**src/rtl/ddr3_rw_arbiter.sv**
```systemverilog
// Shares one Avalon-MM DDR3 port between the camera frame writer and the VGA frame reader.
// Tie-break defaults to round-robin; define ARB_RD_PRIORITY_EN to let reads win every tie.
module ddr3_rw_arbiter #(
   parameter int ADDR_W = 32,
   parameter int DATA_W = 128,
   parameter int SIZE_W = 10
) (
   input  logic                clk,
   input  logic                rst_n,
   input  logic                wr_req,
   input  logic [ADDR_W-1:0]   wr_addr,
   input  logic [SIZE_W-1:0]   wr_size,
   input  logic [DATA_W-1:0]   wr_data,
   output logic                wr_data_rd,
   output logic                wr_done,
   input  logic                rd_req,
   input  logic [ADDR_W-1:0]   rd_addr,
   input  logic [SIZE_W-1:0]   rd_size,
   output logic [DATA_W-1:0]   rd_data,
   output logic                rd_data_valid,
   output logic                rd_done,
   output logic                busy,
   input  logic                avl_waitrequest,
   input  logic                avl_rdata_valid,
   input  logic [DATA_W-1:0]   avl_rdata,
   output logic [ADDR_W-1:0]   avl_addr,
   output logic [SIZE_W-1:0]   avl_size,
   output logic [DATA_W-1:0]   avl_wdata,
   output logic [DATA_W/8-1:0] avl_be,
   output logic                avl_read_req,
   output logic                avl_write_req
);

   localparam logic [2:0] IDLE     = 3'd0;
   localparam logic [2:0] WR_BURST = 3'd1;
   localparam logic [2:0] RD_CMD   = 3'd2;
   localparam logic [2:0] RD_WAIT  = 3'd3;
   localparam logic [2:0] GAP      = 3'd4;

   logic [2:0]        state;
   logic [SIZE_W-1:0] beat_cnt;
   logic              tie_rd;
   logic              grant_rd;
   logic              grant_wr;
   logic              wr_accept;
   logic              rd_beat;

`ifdef ARB_RD_PRIORITY_EN
   assign tie_rd = 1'b1;
`else
   // Set when the most recent grant went to the writer, so the next tie goes to the reader.
   logic last_grant_wr;
   assign tie_rd = last_grant_wr;
`endif

   assign grant_rd  = rd_req & (~wr_req | tie_rd);
   assign grant_wr  = wr_req & ~grant_rd;

   assign avl_write_req = (state == WR_BURST);
   assign avl_read_req  = (state == RD_CMD);
   assign wr_accept     = avl_write_req & ~avl_waitrequest;
   assign wr_data_rd    = wr_accept;
   assign avl_wdata     = avl_write_req ? wr_data : '0;
   assign avl_be        = {(DATA_W/8){avl_write_req}};
   assign busy          = (state != IDLE);
   assign rd_beat       = ((state == RD_CMD) || (state == RD_WAIT)) & avl_rdata_valid;

   // Read beats are counted in RD_CMD too, so the beat handling below overrides the RD_CMD exit.
   always_ff @(posedge clk or negedge rst_n) begin
      if (!rst_n) begin
         state         <= IDLE;
         beat_cnt      <= '0;
         avl_addr      <= '0;
         avl_size      <= '0;
         wr_done       <= 1'b0;
         rd_done       <= 1'b0;
         rd_data       <= '0;
         rd_data_valid <= 1'b0;
`ifndef ARB_RD_PRIORITY_EN
         last_grant_wr <= 1'b1;
`endif
      end else begin
         wr_done       <= 1'b0;
         rd_done       <= 1'b0;
         rd_data_valid <= rd_beat;
         if (rd_beat) begin
            rd_data <= avl_rdata;
         end
         case (state)
            IDLE: begin
               if (grant_rd) begin
`ifndef ARB_RD_PRIORITY_EN
                  last_grant_wr <= 1'b0;
`endif
                  if (rd_size == '0) begin
                     rd_done <= 1'b1;
                     state   <= GAP;
                  end else begin
                     avl_addr <= rd_addr;
                     avl_size <= rd_size;
                     beat_cnt <= rd_size;
                     state    <= RD_CMD;
                  end
               end else if (grant_wr) begin
`ifndef ARB_RD_PRIORITY_EN
                  last_grant_wr <= 1'b1;
`endif
                  if (wr_size == '0) begin
                     wr_done <= 1'b1;
                     state   <= GAP;
                  end else begin
                     avl_addr <= wr_addr;
                     avl_size <= wr_size;
                     beat_cnt <= wr_size;
                     state    <= WR_BURST;
                  end
               end
            end
            WR_BURST: begin
               if (wr_accept) begin
                  beat_cnt <= beat_cnt - 1'b1;
                  if (beat_cnt == SIZE_W'(1)) begin
                     wr_done <= 1'b1;
                     state   <= GAP;
                  end
               end
            end
            RD_CMD: begin
               if (!avl_waitrequest) begin
                  state <= RD_WAIT;
               end
            end
            RD_WAIT: begin
               state <= RD_WAIT;
            end
            default: begin
               state <= IDLE;
            end
         endcase
         if (rd_beat && (beat_cnt != '0)) begin
            beat_cnt <= beat_cnt - 1'b1;
            if (beat_cnt == SIZE_W'(1)) begin
               rd_done <= 1'b1;
               state   <= GAP;
            end
         end
      end
   end

endmodule

```
**config.mk**
```make
export PLATFORM = sky130hd
export DESIGN_NAME = ddr3_rw_arbiter
export DESIGN_NICKNAME = d
export VERILOG_FILES = /design/src/rtl/ddr3_rw_arbiter.sv
export SDC_FILE = /design/constraint.sdc
export NUM_CORES = 1
export LEC_CHECK = 0
export CORE_AREA = 3 3 260 262
export DETAILED_ROUTE_END_ITERATION = 7
export DIE_AREA = 0 0 263 265
export PLACE_DENSITY = 0.5
export SLEW_MARGIN = 20
export SYNTH_ARGS = -nofsm -noshare
export SYNTH_HDL_FRONTEND = slang
export SYNTH_SLANG_ARGS = --single-unit
```
**constraint.sdc**
```tcl
create_clock -name clk -period 4.3 [get_ports clk]
set_input_delay 1.075 -clock clk [delete_from_list [all_inputs] [get_ports clk]]
set_output_delay 1.075 -clock clk [all_outputs]
set_load 0.02 [all_outputs]
```
## Word level (Yosys, flattened, before mapping)

Cells that the tools add are included.

| operators by class | value |
|---|---|
| add/sub/neg operators | 1 |
| equality and inequality tests | 10 |
| multiplexer cells | 35 |
| bitwise operators | 8 |
| reductions and logical operators | 12 |

Operators with widths:

| kind | count |
|---|---|
| 2-to-1 mux 128 bit | 1 |
| 2-to-1 mux 32 bit | 4 |
| 2-to-1 mux 10 bit | 6 |
| 2-to-1 mux 3 bit | 9 |
| zero test 10 bit | 2 |
| case mux 10 bit (2 select lines) | 1 |
| 2-to-1 mux 1 bit | 12 |
| != test 4 bit (second input constant) | 3 |
| case mux 3 bit (4 select lines) | 1 |
| equality test 10 x 1 -> 1 bit (second input constant) | 1 |
| nonzero test 10 bit | 1 |
| subtractor 10 x 1 -> 10 bit (second input constant) | 1 |
| equality test 3 x 2 -> 1 bit (second input constant) | 2 |
| nonzero test 3 bit | 2 |
| AND reduction 5 bit | 1 |
| bitwise AND 1 bit | 4 |
| != test 2 bit (second input constant) | 2 |
| AND reduction 4 bit | 1 |
| equality test 3 x 1 -> 1 bit (second input constant) | 1 |
| zero test 3 bit | 1 |
| != test 3 x 2 -> 1 bit (second input constant) | 1 |
| NOT 1 bit | 3 |
| case mux 1 bit (2 select lines) | 1 |
| AND reduction 2 bit | 1 |
| 4 further kinds | 4 |

| storage, ports and cells | value |
|---|---|
| bits in registers | 187 |
| input bits | 346 |
| output and inout port bits | 321 |
| logic and storage cells | 75 |

## Logic depth before layout (Yosys ltp)

| depth | value |
|---|---|
| depth after elaboration | 10 |
| mapped depth | 8 |
| depth with buffers taken out | 7 |

## Least setup slack after synthesis

No wires, ideal clock.

| timing | value |
|---|---|
| kind | in2out |
| start point | input port avl_waitrequest |
| end point | output port wr_data_rd |
| arrival time | 1,424 ps |
| data required time | 3,225 ps |
| setup slack | 1,801 ps |
| cell stages on the path | 1 |
| path buffers | 0 |
| cells stage by stage | nor2_1 |

| between the ends | value |
|---|---|
| word-level cells in the longest chain between the ends | 2 |

RTL lines:

| item | RTL line | text |
|---|---|---|
| start: declaration | 23 | `input logic avl_waitrequest,` |
| NOT 1 bit | 61 | `assign wr_accept = avl_write_req & ~avl_waitrequest;` |
| bitwise AND 1 bit | 61 |  |
| end: declaration | 14 | `output logic wr_data_rd,` |

No other way between the ends.

## Final worst setup path

| timing | value |
|---|---|
| start point | register state[0] |
| end point | output port avl_be[2] |

| between the ends | value |
|---|---|
| word-level cells in the longest chain between the ends | 1 |

RTL lines:

| item | RTL line | text |
|---|---|---|
| start: declaration | 40 | `logic [2:0] state;` |
| start signal: assignment | 71 | `state <= IDLE;` |
| start signal: assignment | 97 | `state <= GAP;` |
| start signal: assignment | 102 | `state <= RD_CMD;` |
| equality test 3 x 1 -> 1 bit | 59 | `assign avl_write_req = (state == WR_BURST);` |
| end: declaration | 29 | `output logic [DATA_W/8-1:0] avl_be,` |

No other way between the ends.

==> impl_results.md <==
- First-pass GRT wire length: ~65 mm
- Overflow after GRT: 0
- Syn_area_per_cell: between 8 and 9 um^2
- Slowest cell on crit path: clkdlybuf4s50_1
- Final setup viols: 0
- Synth unique cells: 52
- Setup TNS: 0 ns
- Cell taking the most area after synthesis: dfrtp_1
- Die ar.: about 70000 um^2
- Starting Density: 0.135
- Area contributors post-synth: dfrtp_1 (53%), nand2_1 (19%), and3_1 (9.1%)
- CP arrival: 2.59 ns
- Post-Syn Nets: 1400
- Max clock buf depth: 2
- Reg area: between 4000 and 5000 um^2
- Worst path bufs/invs: 2
- Req. time, crit path: approximately 3.2 ns
- Crit-path leading delay family: buffers and inverters
- Register area share after synthesis: 0.529
- Final antenna-violating net count: 0
- Die height: approximately 270 um
- Ys flop type: dfrtp_1
- Ratio of cells with drive above 1 in the final layout: 0.0412
- Initial antenna violation count: 5
- CORE AREA: between 60000 and 70000 um^2
- Port buffer count: roughly 670
- H-tree depth: 4
- Clock sinks: between 150 and 200
- DR iter-0 viols: 570
- Filler instances: 7040
- Postcts setup bufs: 0
- Via count: between 9000 and 10000
- Area Growth Syn to Fin: 91.4%
- Area of the multi-input gates: between 3000 and 4000 um^2
- Min cycle time layout: ~3.7 ns
- WL/cell: 17.6 um
- Asr flop ratio synth: 1.00
- I/O pin total: 667
- Hold Buf Count CTS: 0
- DP Wirelength: ~35 mm
- Clock root buffer: clkbuf_16
- Largest net degree at the start of global routing: 129
- Post_cts resized: 0
- Post-Syn Area: approximately 8900 um^2
- Share of Yosys cell area claimed by the top area cell type: 0.526
- Drt total wl: roughly 45 mm
- Crit start category: register
- PwrDens: between 500 and 600 nW/um^2
- CTS tree: done
- Status: finished clean
- Critical Path, Cell by Cell: nand2_1 -> inv_2 -> clkdlybuf4s50_1
- Lkg Pwr: 7.60 nW
- Syn Inst Count: ~1100
- Worst setup EP type: primary output
- Final hold vios: 0
- Final setup skew: ~0.016 ns
- Worst vdd ir: about 0.00032 V
- Fin crit share: 0.853
- Row cnt: 94
- Clock buffer count from CTS: 17
- Unrepaired setup endpoints after global routing: false
- Max FO, Critical Path: 24
- Synth warnings: 0
- Clock slew at reported path FFs: 0.08 ns
- Synth Register Bits: 187
- Worst-Margin Slew: ~1.0 ns
- Setup slack, reg-to-reg: roughly 1.5 ns
- Power, Total: between 10 and 15 mW
- Placer Congestion: 0.879
- Final max-slew violation count: 0
- Hold WC Path Type: reg -> reg
- Detailed Routing Iterations Pass 1: 5
- Fmax: about 270 MHz
- Max-Cap Viols: 0
- Fin util: 0.258
- Clk_lat worst skew: between 0.4 and 0.5 ns
- Rel. slew slack: 0.312
- Die X: 263 um
- DRC: 0
- Total track usage: 0.123
- Max stage delay on crit path: ~0.70 ns
- Layout Nets: 2010
- Setup CP Type: reg -> out
- Number of flops mapped to enable cells by yosys: 0
- Vias per cell: 3.87
- Vias in the first global route: around 9900
[cells in the final DEF, fill, tap and decap left out, types with 2 or more instances in the layout]
cell	n
nand2_1	455
a21oi_1	16
inv_8	4
a31oi_1	33
nor3_1	6
nor4_1	5
ha_1	3
clkdlybuf4s50_1	665
nand3_1	5
nor2_1	51
o22a_1	8
clkinv_8	2
buf_4	13
buf_12	3
and3_1	129
inv_6	6
o22a_2	2
clkbuf_16	17
nor4_4	2
or3_1	3
o211a_1	3
a22oi_1	2
inv_1	5
o21ai_2	2
nor3b_1	2
o21a_1	2
dfrtp_1	185
diode_2	5
mux2i_1	11
[report_power, final]
| group | internal [mW] | switching, mW | total (mW) |
|---|---|---|---|
| clock network | 0.776 | 0.842 | 1.62 |
| logic | 2.46 | 3.07 | 5.53 |
| registers | 2.41 | 0.464 | 2.88 |
| total | 5.65 | 4.38 | 10.0 |
[path summary, 6_finish.rpt]
kind                                 end  cells after the start        start
max                            avl_be[2]                      3     state[0]
min                          rd_data[26]                      2  rd_data[26]
max reg2reg                  beat_cnt[0]                      6     state[0]
min reg2reg                  rd_data[26]                      2  rd_data[26]
max in group asynchronous  last_grant_wr                      2        rst_n
min in group asynchronous   rd_data[113]                      1        rst_n
[logic make-up after synthesis]
| family | Yosys count | synth area share |
|---|---|---|
| AO/OA/AOI/OAI | 83 | 0.0656 |
| adder cells (fa/ha/maj) | 3 | 0.00424 |
| buffers and inverters | 98 | 0.0519 |
| flip-flops | 187 | 0.529 |
| multiplexers | 13 | 0.0150 |
| AND/OR/NAND/NOR | 667 | 0.334 |
[flip-flops by register name, indices dropped and copies added, names as in the netlist]
signal	flops
avl_addr	32
avl_size	10
beat_cnt	10
last_grant_wr	1
rd_data	128
rd_data_valid	1
rd_done	1
state	3
wr_done	1
[Yosys cell counts (2+ instances only)]
cell type	instances
inv_1	6
dfrtp_1	186
o21a_1	3
nor3b_1	2
nor4_4	2
buf_1	4
nor3_1	6
nand3_1	5
ha_1	3
nor4_1	5
nand2_1	455
mux2i_1	11
o211a_1	3
a21oi_1	16
nor2_1	52
or3_1	3
clkbuf_1	58
o22a_2	2
buf_4	22
o22a_1	8
buf_2	7
a31oi_1	33
and3_1	129
a22oi_1	2
[worst reg2reg max path, stage by stage, from the launching register on]
cell     delay, ns
dfrtp_2       0.58
nor3_2        0.46
and3_1        0.29
a32o_4        0.30
buf_4         0.63
nand3_1       0.24
o211a_1       0.17
[metal layers]
layer / part of all wire / GRT usage
met4: 0.021 / 0.0420
met3: 0.099 / 0.0515
met5: 0 / 0
met2: 0.47 / 0.198
met1: 0.41 / 0.149
[cell type report]
cell class	instances	area share
antenna	5	0.000739
clock buffer	18	0.0253
clock inverter	14	0.00842
inverter	7	0.00170
multi-input combinational	766	0.220
sequential	187	0.276
tap	864	0.0638
timing repair buffer	682	0.403
[stage by stage]
step	cells	setup slack [ns]	instance area (um^2)	hold slack, ns
2_1_floorplan	1051	1.80	8850	0.511
3_3_place_gp	2506	0.709	16400	0.457
3_5_place_dp	2506	0.711	16400	0.461
4_1_cts	2538	0.557	16900	0.481
5_1_grt	2538	0.484	16900	0.498
6_report	2543	0.631	16900	0.475
(Power assumes the default switching activity.)
